$ cat config.mk
export PLATFORM = sky130hd
export DESIGN_NAME = module_name_block_flat
export DESIGN_NICKNAME = d
export VERILOG_FILES = /design/src/rtl/module_name_pkg.sv /design/src/rtl/module_name_if.sv /design/src/rtl/module_name_delay_line.sv /design/src/rtl/module_name_block.sv /design/src/flat_wrapper.sv
export SDC_FILE = /design/constraint.sdc
export NUM_CORES = 1
export LEC_CHECK = 0
export ABC_CLOCK_PERIOD_IN_PS = 3100
export CORE_MARGIN = 10
export CORE_UTILIZATION = 50
export CTS_BUF_LIST = sky130_fd_sc_hd__clkbuf_2
export CTS_CLUSTER_SIZE = 10
export DETAILED_ROUTE_END_ITERATION = 16
export MAX_ROUTING_LAYER = met4
export PLACE_DENSITY = 0.71
export SYNTH_ARGS = -nofsm -noshare
export SYNTH_HDL_FRONTEND = slang
export SYNTH_SLANG_ARGS = --single-unit
$ cat constraint.sdc
create_clock -name clk -period 3.1 [get_ports clk]
set_input_delay 0.62 -clock clk [delete_from_list [all_inputs] [get_ports clk]]
set_output_delay 0.62 -clock clk [all_outputs]
set_load 0.05 [all_outputs]
$ cat src/rtl/module_name_pkg.sv
`default_nettype none
// ============================================================================
// Module   : module_name_pkg
// Brief    : Shared defaults, sample type and window-size helper for the
//            moving-average filter.
// Revision : 1.0 - initial release
// ============================================================================
package module_name_pkg;

    localparam int DEF_WIDTH = 32;
    localparam int DEF_DEPTH = 4;

    typedef logic [DEF_WIDTH-1:0] sample_t;

    // Ceiling log2 that stays well-defined for depth <= 1 (returns 0).
    function automatic int log2d(input int depth);
        int r;
        r = 0;
        for (int i = 0; i < 31; i++) begin
            if ((1 << i) < depth) begin
                r = i + 1;
            end
        end
        return r;
    endfunction

endpackage : module_name_pkg
`default_nettype wire

$ cat src/rtl/module_name_if.sv
`default_nettype none
// ============================================================================
// Module   : module_name_if
// Brief    : Sample stream in / averaged stream out. No handshake: one sample
//            per clock in each direction.
// Revision : 1.0 - initial release
// ============================================================================
interface module_name_if
    import module_name_pkg::*;
#(
    parameter int WIDTH = DEF_WIDTH
);
    logic [WIDTH-1:0] data_i;
    logic [WIDTH-1:0] data_o;

    // Producer/consumer side.
    modport master (output data_i, input data_o);
    // Filter side.
    modport slave  (input data_i, output data_o);

endinterface : module_name_if
`default_nettype wire

$ cat src/rtl/module_name_delay_line.sv
`default_nettype none
// ============================================================================
// Module   : module_name_delay_line
// Brief    : DEPTH x WIDTH shift register with asynchronous clear; exposes the
//            newest and oldest taps.
// Revision : 1.0 - initial release
// ============================================================================
module module_name_delay_line
    import module_name_pkg::*;
#(
    parameter int WIDTH = DEF_WIDTH,
    parameter int DEPTH = DEF_DEPTH
) (
    input  wire logic             clk,
    input  wire logic             rst_n,
    input  wire logic [WIDTH-1:0] i_data,
    output logic      [WIDTH-1:0] o_newest,
    output logic      [WIDTH-1:0] o_oldest
);

    logic [WIDTH-1:0] r_hist [DEPTH];

    // Shift one place per clock; entry 0 takes the incoming sample.
    always_ff @(posedge clk or negedge rst_n) begin
        if (!rst_n) begin
            for (int i = 0; i < DEPTH; i++) begin
                r_hist[i] <= '0;
            end
        end else begin
            r_hist[0] <= i_data;
            for (int i = 1; i < DEPTH; i++) begin
                r_hist[i] <= r_hist[i-1];
            end
        end
    end

    assign o_newest = r_hist[0];
    assign o_oldest = r_hist[DEPTH-1];

endmodule : module_name_delay_line
`default_nettype wire

$ cat src/rtl/module_name_block.sv
`default_nettype none
// ============================================================================
// Module   : module_name_block
// Brief    : Streaming moving-average filter. Keeps an exact running sum of
//            the last DEPTH samples and registers floor(sum / DEPTH).
// Revision : 1.0 - initial release
// ============================================================================
module module_name_block
    import module_name_pkg::*;
#(
    parameter int WIDTH = DEF_WIDTH,
    parameter int DEPTH = DEF_DEPTH
) (
    input  wire logic   clk,
    input  wire logic   rst_n,
    module_name_if.slave bus
);

    localparam int c_log2d = log2d(DEPTH);
    // Sum can reach DEPTH*(2^WIDTH-1), which fits exactly in WIDTH+log2(DEPTH).
    localparam int c_sumw  = WIDTH + c_log2d;

    // Window length must be a power of two in 2..64; sample width non-zero.
    if (DEPTH < 2 || DEPTH > 64 || (DEPTH & (DEPTH - 1)) != 0) begin : g_bad_depth
        $error("module_name_block: DEPTH must be a power of two in 2..64");
    end
    if (WIDTH < 1) begin : g_bad_width
        $error("module_name_block: WIDTH must be at least 1");
    end

    logic [WIDTH-1:0]  w_oldest;
    logic [WIDTH-1:0]  w_newest_unused;
    logic [c_sumw-1:0] w_sum_next;
    logic [c_sumw-1:0] r_sum;
    logic [WIDTH-1:0]  r_out;

    module_name_delay_line #(
        .WIDTH (WIDTH),
        .DEPTH (DEPTH)
    ) u_delay_line (
        .clk      (clk),
        .rst_n    (rst_n),
        .i_data   (bus.data_i),
        .o_newest (w_newest_unused),
        .o_oldest (w_oldest)
    );

    // Add the entering sample, drop the one leaving the window. The oldest
    // entry is zero until the window has filled, so the divisor is always DEPTH.
    assign w_sum_next = r_sum + c_sumw'(bus.data_i) - c_sumw'(w_oldest);

    // Running sum and truncated average; both clear asynchronously on reset.
    always_ff @(posedge clk or negedge rst_n) begin
        if (!rst_n) begin
            r_sum <= '0;
            r_out <= '0;
        end else begin
            r_sum <= w_sum_next;
            r_out <= w_sum_next[c_sumw-1:c_log2d];
        end
    end

    assign bus.data_o = r_out;

endmodule : module_name_block
`default_nettype wire

$ cat src/flat_wrapper.sv
// flat-port wrapper written by rule: the top's interface ports become plain ports
module module_name_block_flat import module_name_pkg::*;
#(
    parameter int WIDTH = DEF_WIDTH,
    parameter int DEPTH = DEF_DEPTH
)
  (clk, rst_n, bus_data_i, bus_data_o);
  module_name_if #(.WIDTH(WIDTH)) bus_i ();
  input  wire logic clk;
  input  wire logic rst_n;
  input wire logic [$bits(bus_i.data_i)-1:0] bus_data_i;
  output wire logic [$bits(bus_i.data_o)-1:0] bus_data_o;
  assign bus_i.data_i = bus_data_i;
  assign bus_data_o = bus_i.data_o;
  module_name_block #(.WIDTH(WIDTH), .DEPTH(DEPTH)) u_core (.clk(clk), .rst_n(rst_n), .bus(bus_i));
endmodule
==> results by stage, run 1 <==
Outcome:
- The run finished with clean final reports.

Global route:
- Across every metal layer, demand over resource in global routing totals approximately 16%.
- The global routing met3 resource utilization is ~4.6%.
- For this run the aggregate overflow at the end of global routing stands at 0.
- The initial antenna violation count came to 0.
- The global routing stage identified its most utilized layer as met2.
- The via count of the first global-routing pass came to about 5200.
- The global-route wire length before repair is around 25 mm.
- The pin count of the biggest net entering global routing is 80.
- Global routing used roughly a fifth of the available met1 tracks.
- The global-route met2 utilization is between 20% and 30%.

Worst setup path:
- The data required time at the worst endpoint is approximately 3.7 ns.
- The setup check on the worst reg-to-reg path leaves a slack of 0.16 ns.
- The reg-to-reg critical path endpoint is u_core.bus.data_o[31].
- The category of the worst setup path launch point is an input port.
- The depth of the most critical reg-to-reg path is 11.
- The category of the worst setup path capture point is a flop.
- The kind of critical path is input port to flop.
- The master of the slowest instance on the critical path is fa_1.
- The delay of the slowest cell on the worst path is just under 0.6 ns.
- In this run the worst path has a maximum fanout of 3.
- The cell seen most often among critical-path stages is inv_1.
- At the worst endpoint, the arrival time is around 3.6 ns.
- Traced cell by cell, the critical path runs through clkdlybuf4s50_1 -> inv_1 -> fa_1 -> inv_1 -> ha_1 -> a211oi_2 -> o21ai_1 -> and4_4 -> o2111ai_4 -> a21oi_2 -> or4b_1 -> o311ai_1.
- The worst register-to-register path begins at u_core.r_sum[19].

Logic synthesis:
- The cell area after synthesis is ~0.0074 mm^2.
- The number of synthesized register bits is roughly 160.
- In the synthesized netlist, the number of instances is ~640.
- The Yosys step of the flow raised 0 warnings.
- The number of nets handed over by synthesis was 737.
- Of all flip-flops after synthesis, the portion carrying an async set or reset was 100%.
- The dominant cell type by area after synthesis is dfrtp_1.
- After synthesis, flip-flops and latches occupy a little over half of the total area.
- The mean instance size in the synthesized netlist is ~12 um^2.
- By area the synthesized netlist is led by dfrtp_1 55%, fa_1 8.6%, inv_1 7.0%, ha_1 5.7%, buf_4 3.2%.
- In this run, distinct cell masters in the synthesized netlist total between 50 and 60.
- The number of synthesized flops with an enable pin is 0.
- In the synthesized netlist the dominant register cell turns out to be dfrtp_1.
- In this run the biggest area consumer among cell types represents 54.7% of the synthesized area.

Timing:
- The number of hold violations in the final report came to 0.
- Setup repair after global routing left no endpoint under its margin.
- The clock skew after layout is about 0.040 ns.
- The total setup violations reported at the end of the flow is 0.
- The highest achievable clock rate is about 0.34 GHz.
- The final max-slew violation count is 0.
- The tightest hold path in the finished design has a slack of 0.336 ns.
- The clock period minus final worst setup slack is approximately 3.0 ns.
- The setup TNS after final layout is 0 ns.
- Across all setup checks in the final design, the least slack found is about 0.12 ns.
- The worst relative slew slack is 62.6%.
- At the pin with the least slew margin, the transition time is 0.555 ns.
- The share of the clock period used by the worst path after layout is between 90% and 100%.

Die:
- For this design the top-level I/O count stands at 66.
- The area of the core region is 0.0145 mm^2.
- Row generation in the floorplan step produced 44 rows.
- In this run the vertical extent of the chip is 142 um.
- The total die area is ~0.02 mm^2.
- The die extent in x is around 140 um.
- The initial utilization of the core area, before any placement, comes to between 50 and 60%.

Clock network:
- The total clock buffers created by CTS is 17.
- The clock-pin transition on the worst setup and hold timing paths is ~0.23 ns.
- The clock tree from TritonCTS is yes.
- The clock tree synthesis step divided the H-tree into 4 levels.
- The clock latency at the later pin of the worst-skew pair is between 0.7 and 0.8 ns.
- The maximum clock path buffer count is 2.
- The cell at the root of the clock tree is clkbuf_2.
- The clock drives 162 sinks.

Layout:
- The register cell area after layout is 0.00405 mm^2.
- The total inserted antenna cells is 0.
- At the end of the flow the core is filled with cells to 62.8%.
- The most common library cell in the layout ignoring fill and taps is dfrtp_1.
- The filler cells instantiated in the layout total between 1000 and 1500.
- The area growth from synthesis to layout is 23.3%.
- The net count of the finished layout is 889.
- The post-route netlist has slightly below 20% of its cells at a drive strength greater than 1.
- The multi-input combinational cells in the finished layout cover a total of 0.00262 mm^2.
- In the layout the commonest cells are 162 x dfrtp_1, 138 x inv_1, 108 x buf_4, 64 x clkdlybuf4s50_1, 33 x ha_1.

Detailed routing:
- The number of nets with antenna violations after routing is 0.
- After detailed routing, the number of vias per cell comes to 4.81.
- For this run, the detailed router's first-pass iteration total came to 4.
- The detailed router finished its first iteration with 228 violations.
- The residual DRC count is 0.
- The routed layout has 4736 vias.
- The wire length reported by the detailed router is between 10 and 15 mm.
- Dividing the detail-routed wire length by the instance count gives approximately 15 um.

Place:
- The pre-CTS setup slack is -0.639 ns.
- The congestion estimate from routability-driven global placement came to about 0.85.
- During placement, the flow inserted port buffers numbering between 60 and 70.
- After legalization and detailed placement, the total HPWL measured between 10 and 15 mm.

Hold path:
- The path with the worst hold slack has its endpoint at u_core.u_delay_line.o_newest[14].
- The worst hold path cell count is 1.
- The min-delay analysis places its worst path in the category input port to flop.
- The worst hold path begins at bus_data_i[14].

Flow run:
- The number of max-cap violations is 0.
## area by class of cell
cell class              count  area share (%)
clock buffers              20            1.10
multi-input cells         295            28.7
repair buffers            175            16.3
well taps                 184            2.52
inverters                 138            5.67
clock inverters            10            1.25
flip-flops and latches    162            44.4
## cells by family after synthesis
family                     count (synthesis)  synth area share (%)
xor gates and xnor gates                  23                  2.72
DFF                                      162                  54.7
and+or+nand+nor                           90                  6.00
AOI/OAI and AO/OA                        114                  11.0
buffers and inverters                    180                  10.9
muxes                                      2                 0.270
adders and majority gates                 66                  14.4
## how the worst max path moves through the flow
stage / from / slack (ns) / depth (start not counted) / to
floorplan: bus_data_i[1] / 0.03 / 11 / u_core.bus.data_o[31]
detailed placement: bus_data_i[1] / -0.64 / 12 / u_core.bus.data_o[31]
CTS: u_core.r_sum[19] / 0.07 / 11 / u_core.bus.data_o[31]
global route: u_core.r_sum[9] / 0.01 / 12 / u_core.bus.data_o[31]
finish: bus_data_i[1] / 0.12 / 12 / u_core.bus.data_o[31]
global placement: bus_data_i[1] / -0.59 / 12 / u_core.bus.data_o[31]
## flip-flops by register name, indices dropped and copies added, names as in the netlist
register,cells
u_core.bus.data_o,1
u_core.u_delay_line.o_newest,32
u_core.u_delay_line.r_hist,64
u_core.u_delay_line.o_oldest,32
u_core.r_sum,33
## per-layer routing
layer,routed length [um],up-vias,share of wire (%)
met5,0,-,0
met4,245,0,1.7
met3,604,15,4.2
met2,6980,80,48
met1,6670,2325,46
li1,-,2316,-
## synth_stat cells (all sizes together), types with 5 or more instances
| master | n |
|---|---|
| a21o | 22 |
| inv | 138 |
| xor2 | 6 |
| o21a | 5 |
| dfrtp | 162 |
| xnor2 | 17 |
| a211oi | 5 |
| a21oi | 34 |
| nand2 | 19 |
| nor3 | 10 |
| o31ai | 5 |
| nand3 | 10 |
| ha | 34 |
| and3 | 8 |
| o21ai | 14 |
| nor2 | 22 |
| fa | 32 |
| buf | 38 |
| nand4 | 6 |
## critical path, delay by kind of cell
family                     cells  cell delay [ns]
AOI/OAI and AO/OA              5             0.80
adders and majority gates      2             0.90
and+or+nand+nor                2             0.67
buffers and inverters          3             0.60
## repair_timing
| action | in CTS | in global routing |
|---|---|---|
| hold endpoints to repair | 54 | 0 |
| hold buffers | 1 | 0 |
| setup buffers | 0 | 4 |
| gates resized for setup | 0 | 11 |
| endpoints found under the setup margin | 0 | 10 |
## metrics by stage
step,instances,cell area [um^2]
finish,984,9130
global route,984,9130
CTS,980,9020
detailed placement,949,8800
global placement,949,8800
floorplan,637,7410
Power of run 1 is not shown: default switching activity piles up to over one toggle a cycle in this logic, so the estimate is an artifact.
==> inputs of run 2 (changes only) <==
==> constraint.sdc (replaced) <==
create_clock -name clk -period 3.1 [get_ports clk]
set_input_delay 0.31 -clock clk [delete_from_list [all_inputs] [get_ports clk]]
set_output_delay 0.31 -clock clk [all_outputs]
set_load 0.05 [all_outputs]
==> run 2 against run 1 <==
Die area unchanged. Critical path depth increased by 1. Non-clock buffer count increased by 7. Worst hold slack got worse by 0.26 ns. Design area increased by 1.8%. Cell count increased by 0.91%. Count of clock-buffer cells in the layout decreased by 1. Register-to-register slack improved by 0.03 ns. Core utilization increased by 1.1 points. First-iteration DRC count decreased by 5.7%.
==> results by stage, run 2 (synthesis results as in run 1) <==
Outcome:
- The run finished with clean final reports.

Clock network:
- The total clock buffers created by CTS is 17 (unchanged).
- The clock-pin transition on the worst setup and hold timing paths is 0.22 ns (about the same).
- The maximum clock path buffer count is 2 (unchanged).
- TritonCTS built the clock tree.
- The total clock sinks is 162 (unchanged).
- The cell at the root of the clock tree is clkbuf_2.
- The clock latency at the later pin of the worst-skew pair is 0.74 ns (+0.03 ns).
- The maximum level of the CTS H-tree was 4 (unchanged).

Detailed routing:
- The residual DRC count came to 0 (unchanged).
- The vias after detailed routing is 4736 (unchanged).
- The sum of met2 wire segment lengths after detailed routing is 6.82 mm (-2.4%).
- The number of DRC markers after the initial detailed-route iteration came to 215 (-5.7%).
- The final routed wire length divided by cell count was 14.3 um (-3.2%).
- The number of nets with antenna violations after routing is 0 (unchanged).
- The sum of met3 wire segment lengths after detailed routing came to 602 um (-0.33%).
- The via density per instance is 4.77 (-0.91%).
- The detailed-routing iteration count for the pre-antenna-repair pass came to 5 (+1).
- The wire length reported by the detailed router is 14.2 mm (-2.3%).
- The top layer used by detailed routing is met4.
- The total routed wire length on the met1 layer came to 6.60 mm (-1.1%).

Layout:
- The largest registers in the layout are u_core.u_delay_line.r_hist x64, u_core.r_sum x33.
- The ratio of cells with drive above 1 in the final layout is 18.9% (-0.84 points).
- The flip-flop count of the largest register after layout is 64 (unchanged).
- The total of fill cells in the finished design is 1170 (-1.6%).
- Leaving out fill and tap cells, the most frequent cells in the layout are 162 x dfrtp_1, 138 x inv_1, 90 x buf_4, 63 x clkdlybuf4s50_1, 32 x fa_1.
- The growth of design area from synthesis to finish is 25.5%.
- The share of the core filled with cells in the final layout is 64.0% (+1.1 points).
- The total inserted antenna cells is 0 (unchanged).
- The register ranked first by flip-flop count is u_core.u_delay_line.r_hist.
- Leaving out fill and tap cells, the most frequent cell in the layout is dfrtp_1.
- The final layout net count is 896 (+0.79%).

Timing:
- The worst relative slew slack is 57.5% (-5.1 points).
- The highest achievable clock rate was 0.324 GHz (-3.2%).
- The actual slew at the worst max-slew pin is 0.637 ns (+0.0825 ns).
- The final max-slew violation count is 0 (unchanged).
- The clock skew after layout is 0.0447 ns (+0.00496 ns).
- The share of the clock period used by the worst path after layout was 99.4% (+3.2 points).
- The number of hold violations in the final report was 0 (unchanged).
- The clock period minus final worst setup slack is 3.08 ns (+0.100 ns).
- The total setup violations reported at the end of the flow is 0 (unchanged).
- The setup TNS after final layout is 0 ns (unchanged).

Place:
- The last weighted congestion value of the routability-driven placer is 0.837 (-1.4%).
- The number of port buffers is 65 (unchanged).
- The total half-perimeter wirelength after legalization and detailed placement is 10.5 mm (-4.8%).

Worst setup path:
- The delay of the slowest cell on the worst path was 0.53 ns (-0.06 ns).
- The worst setup path is captured at a flop.
- STA classifies the critical path startpoint as an input port.
- The data required time at the worst endpoint is 3.77 ns (+0.05 ns).
- The master of the slowest instance on the critical path is dlygate4sd3_1.
- The signal on the critical path passes through dlygate4sd3_1 -> clkdlybuf4s50_1 -> inv_1 -> fa_1 -> inv_1 -> ha_4 -> a21o_1 -> a21oi_2 -> nand2_1 -> a221o_1 -> o41ai_4 -> buf_4 -> xnor2_1.
- The largest fanout of any net on the critical path is 4 (+1).
- The kind of critical path is input port to flop.
- The cell that appears most often on the critical path is inv_1.
- The data arrival time of the critical path is 3.75 ns (+0.14 ns).

Die:
- The number of top-level design ports came to 66 (unchanged).
- The total die area is 0.0201 mm^2 (unchanged).
- The chip height was 142 um (unchanged).
- The initial core utilization was 51.0% (unchanged).
- The placement row count is 44 (unchanged).
- The area of the core region is 0.0145 mm^2 (unchanged).
- The die extent in x was 142 um (unchanged).

Global route:
- The initial antenna violation count came to 0 (unchanged).
- The global-route wire length before repair came to 24.8 mm (unchanged).
- The via count of the first global-routing pass is 5271 (+1.7%).
- The remaining global-route overflow is 0 (unchanged).
- The global-route usage over all layers is 15.6% (-0.17 points).
- The pin count of the biggest net entering global routing was 70 (-13%).

Hold path:
- The path class of the tightest hold or removal check is input port to flop.

Flow run:
- The number of max-cap violations came to 0 (unchanged).
[run 2: final timing paths]
path                                                start                                to  slack (ns)  depth (start not counted)
setup reg to reg                          u_core.r_sum[1]                  u_core.r_sum[30]        0.19                         11
hold / removal                             bus_data_i[19]  u_core.u_delay_line.o_newest[19]        0.08                          1
hold reg to reg            u_core.u_delay_line.r_hist[55]  u_core.u_delay_line.o_oldest[23]        0.34                          0
min in group asynchronous                           rst_n                   u_core.r_sum[9]        0.11                          2
max in group asynchronous                           rst_n    u_core.u_delay_line.r_hist[85]        2.10                          3
setup / recovery                            bus_data_i[4]                  u_core.r_sum[14]        0.02                         13
[run 2: critical path, delay by kind of cell]
| family | cells | cell delay, ns |
|---|---|---|
| AND/OR/NAND/NOR | 1 | 0.11 |
| buffers and inverters | 5 | 1.33 |
| XOR/XNOR | 1 | 0.11 |
| adder cells (fa/ha/maj) | 2 | 0.75 |
| AO/OA/AOI/OAI | 4 | 1.12 |
[run 2: layout make-up]
type,instances,area (um^2),area share [%]
Sequential cell,162,4050,43.6
Tap cell,184,230,2.48
Clock buffer,19,95.1,1.02
Inverter,138,518,5.57
Timing Repair Buffer,182,1610,17.3
Clock inverter,13,114,1.22
Multi-Input combinational cell,295,2680,28.8
[run 2: through the flow]
stage / cell area (um^2) / instances / setup slack [ns] / hold slack [ns]
final: 9300 / 993 / 0.0181 / 0.0765
after global routing: 9300 / 993 / -0.0126 / 0.00158
after CTS: 9150 / 991 / 0.0238 / 0.00584
after detailed placement: 8670 / 932 / -0.418 / 0.335
after global placement: 8670 / 932 / -0.300 / 0.332
after floorplan: 7410 / 637 / 0.335 / 0.0144
[run 2: routing by layer]
metal / GRT usage, % / vias up
met4: 4.90 / 0
li1: - / 2337
met1: 19.7 / 2305
met3: 4.61 / 13
met2: 23.9 / 81
met5: - / -
[run 2: what timing repair did]
item,CTS,global route
endpoints found under the hold margin,123,0
endpoints found under the setup margin,0,11
gates resized for setup,0,22
setup buffers,0,3
hold buffers,27,0
Power of run 2 is left out for the same reason.
